### src/rtl/layer_load_sequencer.sv
// Streams one conv layer's weights and then its activations from a valid/ready
// input into addressed write strobes.
`timescale 1ns/1ps

module layer_load_sequencer #(
    parameter int NUM_INPUTS  = 1,
    parameter int NUM_OUTPUTS = 1,
    parameter int INPUT_DIM   = 5,
    parameter int KERNEL_DIM  = 3,
    parameter int DATA_SIZE   = 64
) (
    input  logic                 clk,
    input  logic                 rst_n,
    input  logic                 start,
    input  logic                 in_valid,
    output logic                 in_ready,
    input  logic [DATA_SIZE-1:0] in_data,
    output logic                 want_write_weights,
    output logic                 want_write_act,
    output logic [DATA_SIZE-1:0] write_data,
    output logic [15:0]          in_index3,
    output logic [15:0]          in_index2,
    output logic [15:0]          in_index1,
    output logic [15:0]          in_index0,
    output logic                 busy,
    output logic                 done
);

    typedef enum logic [1:0] {IDLE, LOAD_W, LOAD_A, FINISH} state_t;

    localparam logic [15:0] KD_MAX = 16'(KERNEL_DIM - 1);
    localparam logic [15:0] ID_MAX = 16'(INPUT_DIM - 1);
    localparam logic [15:0] NI_MAX = 16'(NUM_INPUTS - 1);
    localparam logic [15:0] NO_MAX = 16'(NUM_OUTPUTS - 1);

    state_t      state;
    logic [15:0] cnt0, cnt1, cnt2, cnt3;
    logic [15:0] lim0, lim1, lim2, lim3;
    logic        wrap0, wrap1, wrap2, wrap3;
    logic        last_word;
    logic        transfer;

    function automatic logic [15:0] step(input logic [15:0] cnt,
                                         input logic [15:0] lim,
                                         input logic        carry);
        if (!carry)
            return cnt;
        return (cnt == lim) ? 16'd0 : cnt + 16'd1;
    endfunction

    // Weight phase nests kx/ky/out/in; activation phase nests x/y/entry.
    always_comb begin
        lim0 = KD_MAX;
        lim1 = KD_MAX;
        lim2 = NO_MAX;
        lim3 = NI_MAX;
        if (state == LOAD_A) begin
            lim0 = ID_MAX;
            lim1 = ID_MAX;
            lim2 = NI_MAX;
            lim3 = 16'd0;
        end
    end

    assign wrap0     = (cnt0 == lim0);
    assign wrap1     = (cnt1 == lim1);
    assign wrap2     = (cnt2 == lim2);
    assign wrap3     = (cnt3 == lim3);
    assign last_word = wrap0 && wrap1 && wrap2 && wrap3;
    assign transfer  = in_valid && in_ready;

    always_ff @(posedge clk or negedge rst_n) begin
        if (!rst_n) begin
            state              <= IDLE;
            cnt0               <= '0;
            cnt1               <= '0;
            cnt2               <= '0;
            cnt3               <= '0;
            in_ready           <= 1'b0;
            busy               <= 1'b0;
            done               <= 1'b0;
            want_write_weights <= 1'b0;
            want_write_act     <= 1'b0;
            write_data         <= '0;
            in_index3          <= '0;
            in_index2          <= '0;
            in_index1          <= '0;
            in_index0          <= '0;
        end else begin
            want_write_weights <= 1'b0;
            want_write_act     <= 1'b0;
            done               <= 1'b0;

            // The last word has every counter at its limit, so the carry chain
            // returns all counters to zero exactly at the phase change.
            if (transfer) begin
                cnt0 <= step(cnt0, lim0, 1'b1);
                cnt1 <= step(cnt1, lim1, wrap0);
                cnt2 <= step(cnt2, lim2, wrap0 && wrap1);
                cnt3 <= step(cnt3, lim3, wrap0 && wrap1 && wrap2);
                write_data <= in_data;
                in_index2  <= cnt2;
                in_index1  <= cnt1;
                in_index0  <= cnt0;
            end

            case (state)
                IDLE: begin
                    if (start) begin
                        state    <= LOAD_W;
                        in_ready <= 1'b1;
                        busy     <= 1'b1;
                    end
                end
                LOAD_W: begin
                    if (transfer) begin
                        want_write_weights <= 1'b1;
                        in_index3          <= cnt3;
                        if (last_word)
                            state <= LOAD_A;
                    end
                end
                LOAD_A: begin
                    if (transfer) begin
                        want_write_act <= 1'b1;
                        in_index3      <= 16'd0;
                        if (last_word) begin
                            state    <= FINISH;
                            in_ready <= 1'b0;
                            done     <= 1'b1;
                        end
                    end
                end
                FINISH: begin
                    state <= IDLE;
                    busy  <= 1'b0;
                end
                default: begin
                    state    <= IDLE;
                    in_ready <= 1'b0;
                    busy     <= 1'b0;
                end
            endcase
        end
    end

endmodule
### config.mk
export PLATFORM = sky130hd
export DESIGN_NAME = layer_load_sequencer
export DESIGN_NICKNAME = d
export VERILOG_FILES = /design/src/rtl/layer_load_sequencer.sv
export SDC_FILE = /design/constraint.sdc
export NUM_CORES = 1
export LEC_CHECK = 0
export CAP_MARGIN = 20
export CORE_MARGIN = 4
export CORE_UTILIZATION = 45
export CTS_CLUSTER_SIZE = 12
export DETAILED_ROUTE_END_ITERATION = 16
export PLACE_DENSITY = 0.82
export SYNTH_ARGS = -nofsm -noshare
export SYNTH_HDL_FRONTEND = slang
export SYNTH_SLANG_ARGS = --single-unit
### constraint.sdc
create_clock -name clk -period 2.2 [get_ports clk]
set_input_delay 0.44 -clock clk [delete_from_list [all_inputs] [get_ports clk]]
set_output_delay 0.44 -clock clk [all_outputs]
set_load 0.01 [all_outputs]
======== Yosys cells after proc, flatten, opt, wreduce, memory -nomap -nowiden ========
Index checks and enable logic that the tools add are counted.
cells by class
  equal/unequal tests ..................... 13
  reductions and logical operators ........ 17
  muxes and demuxes ....................... 34
  add/subtract/negate cells ............... 4
operators by type and width
  cell                     count
  $mux W16                 9
  $add A16 B1 Y16 const B  4
  $eq A16 B16 Y1           2
  $logic_not A16 Y1        2
  $pmux W16 S2             1
  $ne A2 B2 Y1 const B     8
  $mux W1                  15
  $mux W2                  5
  $pmux W2 S4              1
  $reduce_and A2 Y1        4
  $reduce_bool A2 Y1       3
  $reduce_and A5 Y1        1
  $eq A2 B2 Y1 const B     2
  $logic_and A1 B1 Y1      4
  $pmux W1 S2              2
  $reduce_and A4 Y1        1
  $mux W3                  1
  $reduce_and A3 Y1        1
  $eq A2 B1 Y1 const B     1
  $logic_not A2 Y1         1
word-level totals
  logic and storage cells ................. 83
  register bits ........................... 199
  output and inout bits ................... 133
  input bits .............................. 68

======== Logic depth before layout (Yosys ltp) ========
  word-level depth ........................ 9
  gate-level depth with buffers ........... 9
  gate-level depth less buffers ........... 7

======== Worst setup path after synthesis ========
No wires, ideal clock.
  path type ............................... register to register
  start ................................... reg state[0]
  end ..................................... reg cnt3[11]
  arrival time ............................ 2060 ps
  stages on the path, launching flop included .. 9
  buffers on the path ..................... 1
  clock period less this slack ............ 2185 ps
  setup slack ............................. 15 ps
  library setup time ...................... 125 ps
  required time ........................... 2075 ps
  cells stage by stage .................... dfrtp_1 > inv_1 > ha_1 > nor3b_1 > o21ai_0 > nand4bb_4 > buf_2 > nor3_1 > mux2_2
on the way
  word-level cells in the longest chain between the ends .. 9
  elaborated cells on any way between the ends .. 10
  classes of those cells .................. eq/ne: 4; mux: 3; reduce/logical: 3
ends and longest elaborated chain
  element                                   line  source
  from (decl)                               36    state_t state;
  from (signal assigned)                    74    state <= IDLE;
  from (signal assigned)                    110   state <= LOAD_W;
  from (signal assigned)                    120   state <= LOAD_A;
  $eq A2 B2 Y1 *                            57    if (state == LOAD_A) begin
  $mux W3 *                                 57
  $eq A16 B16 Y1, on equally long branches  -
  $logic_and A1 B1 Y1 * (2 in series)       100   cnt3 <= step(cnt3, lim3, wrap0 && wrap1 && wrap2);
  $mux W1                                   46    if (!carry)
  $mux W1                                   96    if (transfer) begin
  $ne A2 B2 Y1 (no source line) *           -
  $reduce_and A2 Y1 (no source line) *      -
  to (signal assigned)                      100
  to (decl)                                 37    logic [15:0] cnt0, cnt1, cnt2, cnt3;
Mark *: on every way between the ends. The rest lies on a longest branch, timed or not. The select of a mux whose other input is x is not followed.
A chain may end at the register's enable or synchronous reset.

======== Worst setup path in the final report ========
  start ................................... reg cnt0[15]
  end ..................................... reg cnt3[2]
on the way
  word-level cells in the longest chain between the ends .. 7
ends and longest elaborated chain
  element                               line  source
  from (decl)                           37
  from (signal assigned)                97    cnt0 <= step(cnt0, lim0, 1'b1);
  $eq A16 B16 Y1 *                      -
  $logic_and A1 B1 Y1 * (2 in series)   100
  $mux W1                               46
  $mux W1                               96
  $ne A2 B2 Y1 (no source line) *       -
  $reduce_and A2 Y1 (no source line) *  -
Marked as above.

==> impl_metrics.yaml <==
power_and_ir_drop:
  combPwrFrac: 0.029
  power.leakage_nw: 6.28
  p_sw_mw: 1.54
  power.internal_mw: 5.78
  pwr_density_cell_nw_per_um2: 587
  peakVddDrop_mv: 0.485
  seqPwrFrac: 0.499
  p_sw_frac: 0.211
  pwr-share-clk: 0.472
worst_setup_path:
  crit_buf_inv: 2
  critical-path-top-delay-family: "simple AND/OR/NAND/NOR gates"
  crit_arrival_ns: 2.55
  worstPathRequired_ns: 2.51
  crit_fanout: 7
  crit_slowest_cell: "dfrtp_2"
  cp_cell_sequence: "nor4_4, nand4_2, nand4bb_4, buf_12, buf_6, nor3_4, mux2_4"
  endpoint_kind: "flop"
  critPathLaunchType: "flop"
  crit_type: "flop to flop"
  cpPeakStageDelay_ns: 0.43
layout:
  nets: 1259
  area_growth_pct: 44.8
  final_cell_count_no_fill: 1428
  layout-drive-gt1-share: 0.131
  n_fill_cell: 1423
  final_cell_mix: "nand2_1, clkdlybuf4s50_1, dfrtp_1"
  antennaDiodeCount: 0
  postLayoutCellArea_um2: 12500
  final_common_cell: "nand2_1"
run_status:
  status: "complete, but fails checks"
  violations: "setup timing"
synthesis:
  syn_inst: 930
  synth_flop_cell: "dfrtp_1"
  synth_area_um2: 8620
  synth.distinct_cells: 46
  syn_area_per_cell_um2: 9.27
  ys_seq_area_frac: 0.578
  synth_top_area_frac: 0.578
  synth-seq-cells: 199
  syn-num-nets: 1008
  ys_warn_count: 0
  synth_edf_count: 0
  netlist_top_cells_area: "dfrtp_1, nand2_1, xor2_1"
  synth_area_leader_cell: "dfrtp_1"
  async_flop_share: 1.00
timing:
  rsz0062_at_grt: "yes"
  setup_viol: 2
  skew_ns: 0.0125
  setup_slack_ns: -0.0391
  relSlewSlack: 0.366
  finalMaxSlewViolations: 0
  finalHoldViolations: 0
  max_freq_mhz: 447
  tns_ns: -0.0675
  tightest_slew_ns: 0.948
  fin_crit_ns: 2.24
  finalCritPeriodShare: 1.02
die:
  io_pins: 201
  start_util: 0.459
  dieArea_um2: 21400
  rows: 50
  die_h_um: 146
  die_x_um: 146
  coreArea_um2: 18800
place:
  placed_area_um2: 11300
  hpwl_um: 15900
  dp_cells: 1384
  io_buffer_count: 200
  place_congestion: 0.889
grt:
  grtUsageTotal: 0.218
  grt_overflow: 0
  grt_pass1_vias: 7258
  antenna_found_initial: 0
  grt_max_degree: 114
  grt_pass1_wl_um: 37700
cts:
  h-tree-depth: 4
  cts.sinks: 199
  cts_made_buffers: 17
  clockBufferDepth: 2
  clkTransAtPathRegs_ns: 0.07
  cts_root_buffer: "clkbuf_16"
  clock_latency_ns: 0.43
  cts_tree: "done"
route:
  vias: 7439
  drt-pass1-iter-count: 5
  dr.first_iter.drc_count: 542
  ant_nets: 0
  viasPerCell: 5.21
  routedWlPerCell_um: 16.8
  remaining_drc_errors: 0
  drt_wl_total_um: 24000
min_path:
  hp-class: "flop to flop"
run:
  drv_cap: 0
==> registers in the layout, indices dropped and copies added, names as in the netlist, 2 cells and up <==
signal / cells
cnt1: 16
cnt0: 16
in_index3: 16
in_index2: 16
in_index1: 16
state: 2
in_index0: 16
cnt3: 16
write_data: 64
cnt2: 16
==> worst paths after layout <==
path	startpoint	cells past startpoint	end	slack, ns
max in group asynchronous	rst_n	3	cnt3[2]	1.01
setup reg to reg	cnt0[15]	7	cnt3[2]	-0.04
hold / removal	in_index1[4]	2	in_index1[4]	0.47
min in group asynchronous	rst_n	2	write_data[50]	0.52
hold reg to reg	in_index1[4]	2	in_index1[4]	0.47
setup / recovery	cnt0[15]	7	cnt3[2]	-0.04
==> power groups by stage <==
stage	registers (mW)	logic [mW]	clock network, mW
after floorplan	3.73	0.00157	0
after global placement	3.73	0.212	0
after detailed placement	3.73	0.214	0
after CTS	3.65	0.217	3.52
after global routing	3.65	0.234	3.67
final	3.65	0.211	3.46
==> Yosys cell counts (9+ instances only) <==
cell type and count:
nand4_1 9, xnor2_1 13, clkbuf_1 42, nand2_1 371, ha_1 10, xor2_1 27
o21ai_0 41, a21oi_1 22, nor4_1 20, nor3_1 12, and3_1 13, inv_1 13
dfrtp_1 199, o31ai_1 13, nor2_1 23, nand3_1 24, nor2b_1 19
==> repair_timing <==
action	4_1_cts	5_1_grt
hold buffers	1	0
pin swaps	3	28
setup endpoints to repair	16	40
cloned	1	2
endpoints found under the hold margin	41	0
buffers inserted	1	7
resized for setup	10	52
==> metrics by stage <==
stage	setup slack [ns]	total power [mW]	hold slack, ns	utilization
final	-0.0391	7.32	0.469	0.665
after global routing	-0.109	7.56	0.496	0.665
after CTS	-0.0230	7.39	0.477	0.643
after detailed placement	-0.385	3.94	0.413	0.603
after global placement	-0.327	3.94	0.411	0.603
after floorplan	0.0154	3.73	0.144	-
==> routing by layer <==
metal	routed length [um]	global-route usage	vias up
li1	-	-	3552
met5	0	0	-
met4	636	0.0786	0
met1	10000	0.283	3616
met2	12400	0.367	222
met3	1000	0.0394	49
==> layout make-up <==
type / instances / area (um^2) / area share
Tap cell: 234 / 293 / 0.0235
Timing Repair Buffer: 282 / 2770 / 0.222
Multi-Input combinational cell: 668 / 3730 / 0.299
Inverter: 13 / 48.8 / 0.00391
Clock buffer: 19 / 453 / 0.0363
Clock inverter: 13 / 205 / 0.0164
Sequential cell: 199 / 4980 / 0.399
==> worst min-delay path: cells and delay by family, from the launching register on <==
kind          cells  cell delay, ns
flops             1            0.34
simple gates      2            0.10
==> kinds of logic (layout without fill, tap and decap cells) <==
kind of cell,after synthesis,count (layout),share of synthesized area
AOI/OAI and AO/OA,90,90,0.0605
and+or+nand+nor,522,523,0.272
DFF,199,199,0.578
adders and majority gates,10,10,0.0145
buffers and inverters,64,327,0.0286
muxes,5,5,0.00639
xor gates and xnor gates,40,40,0.0406
No activity file was read; power rests on OpenSTA's default activity.
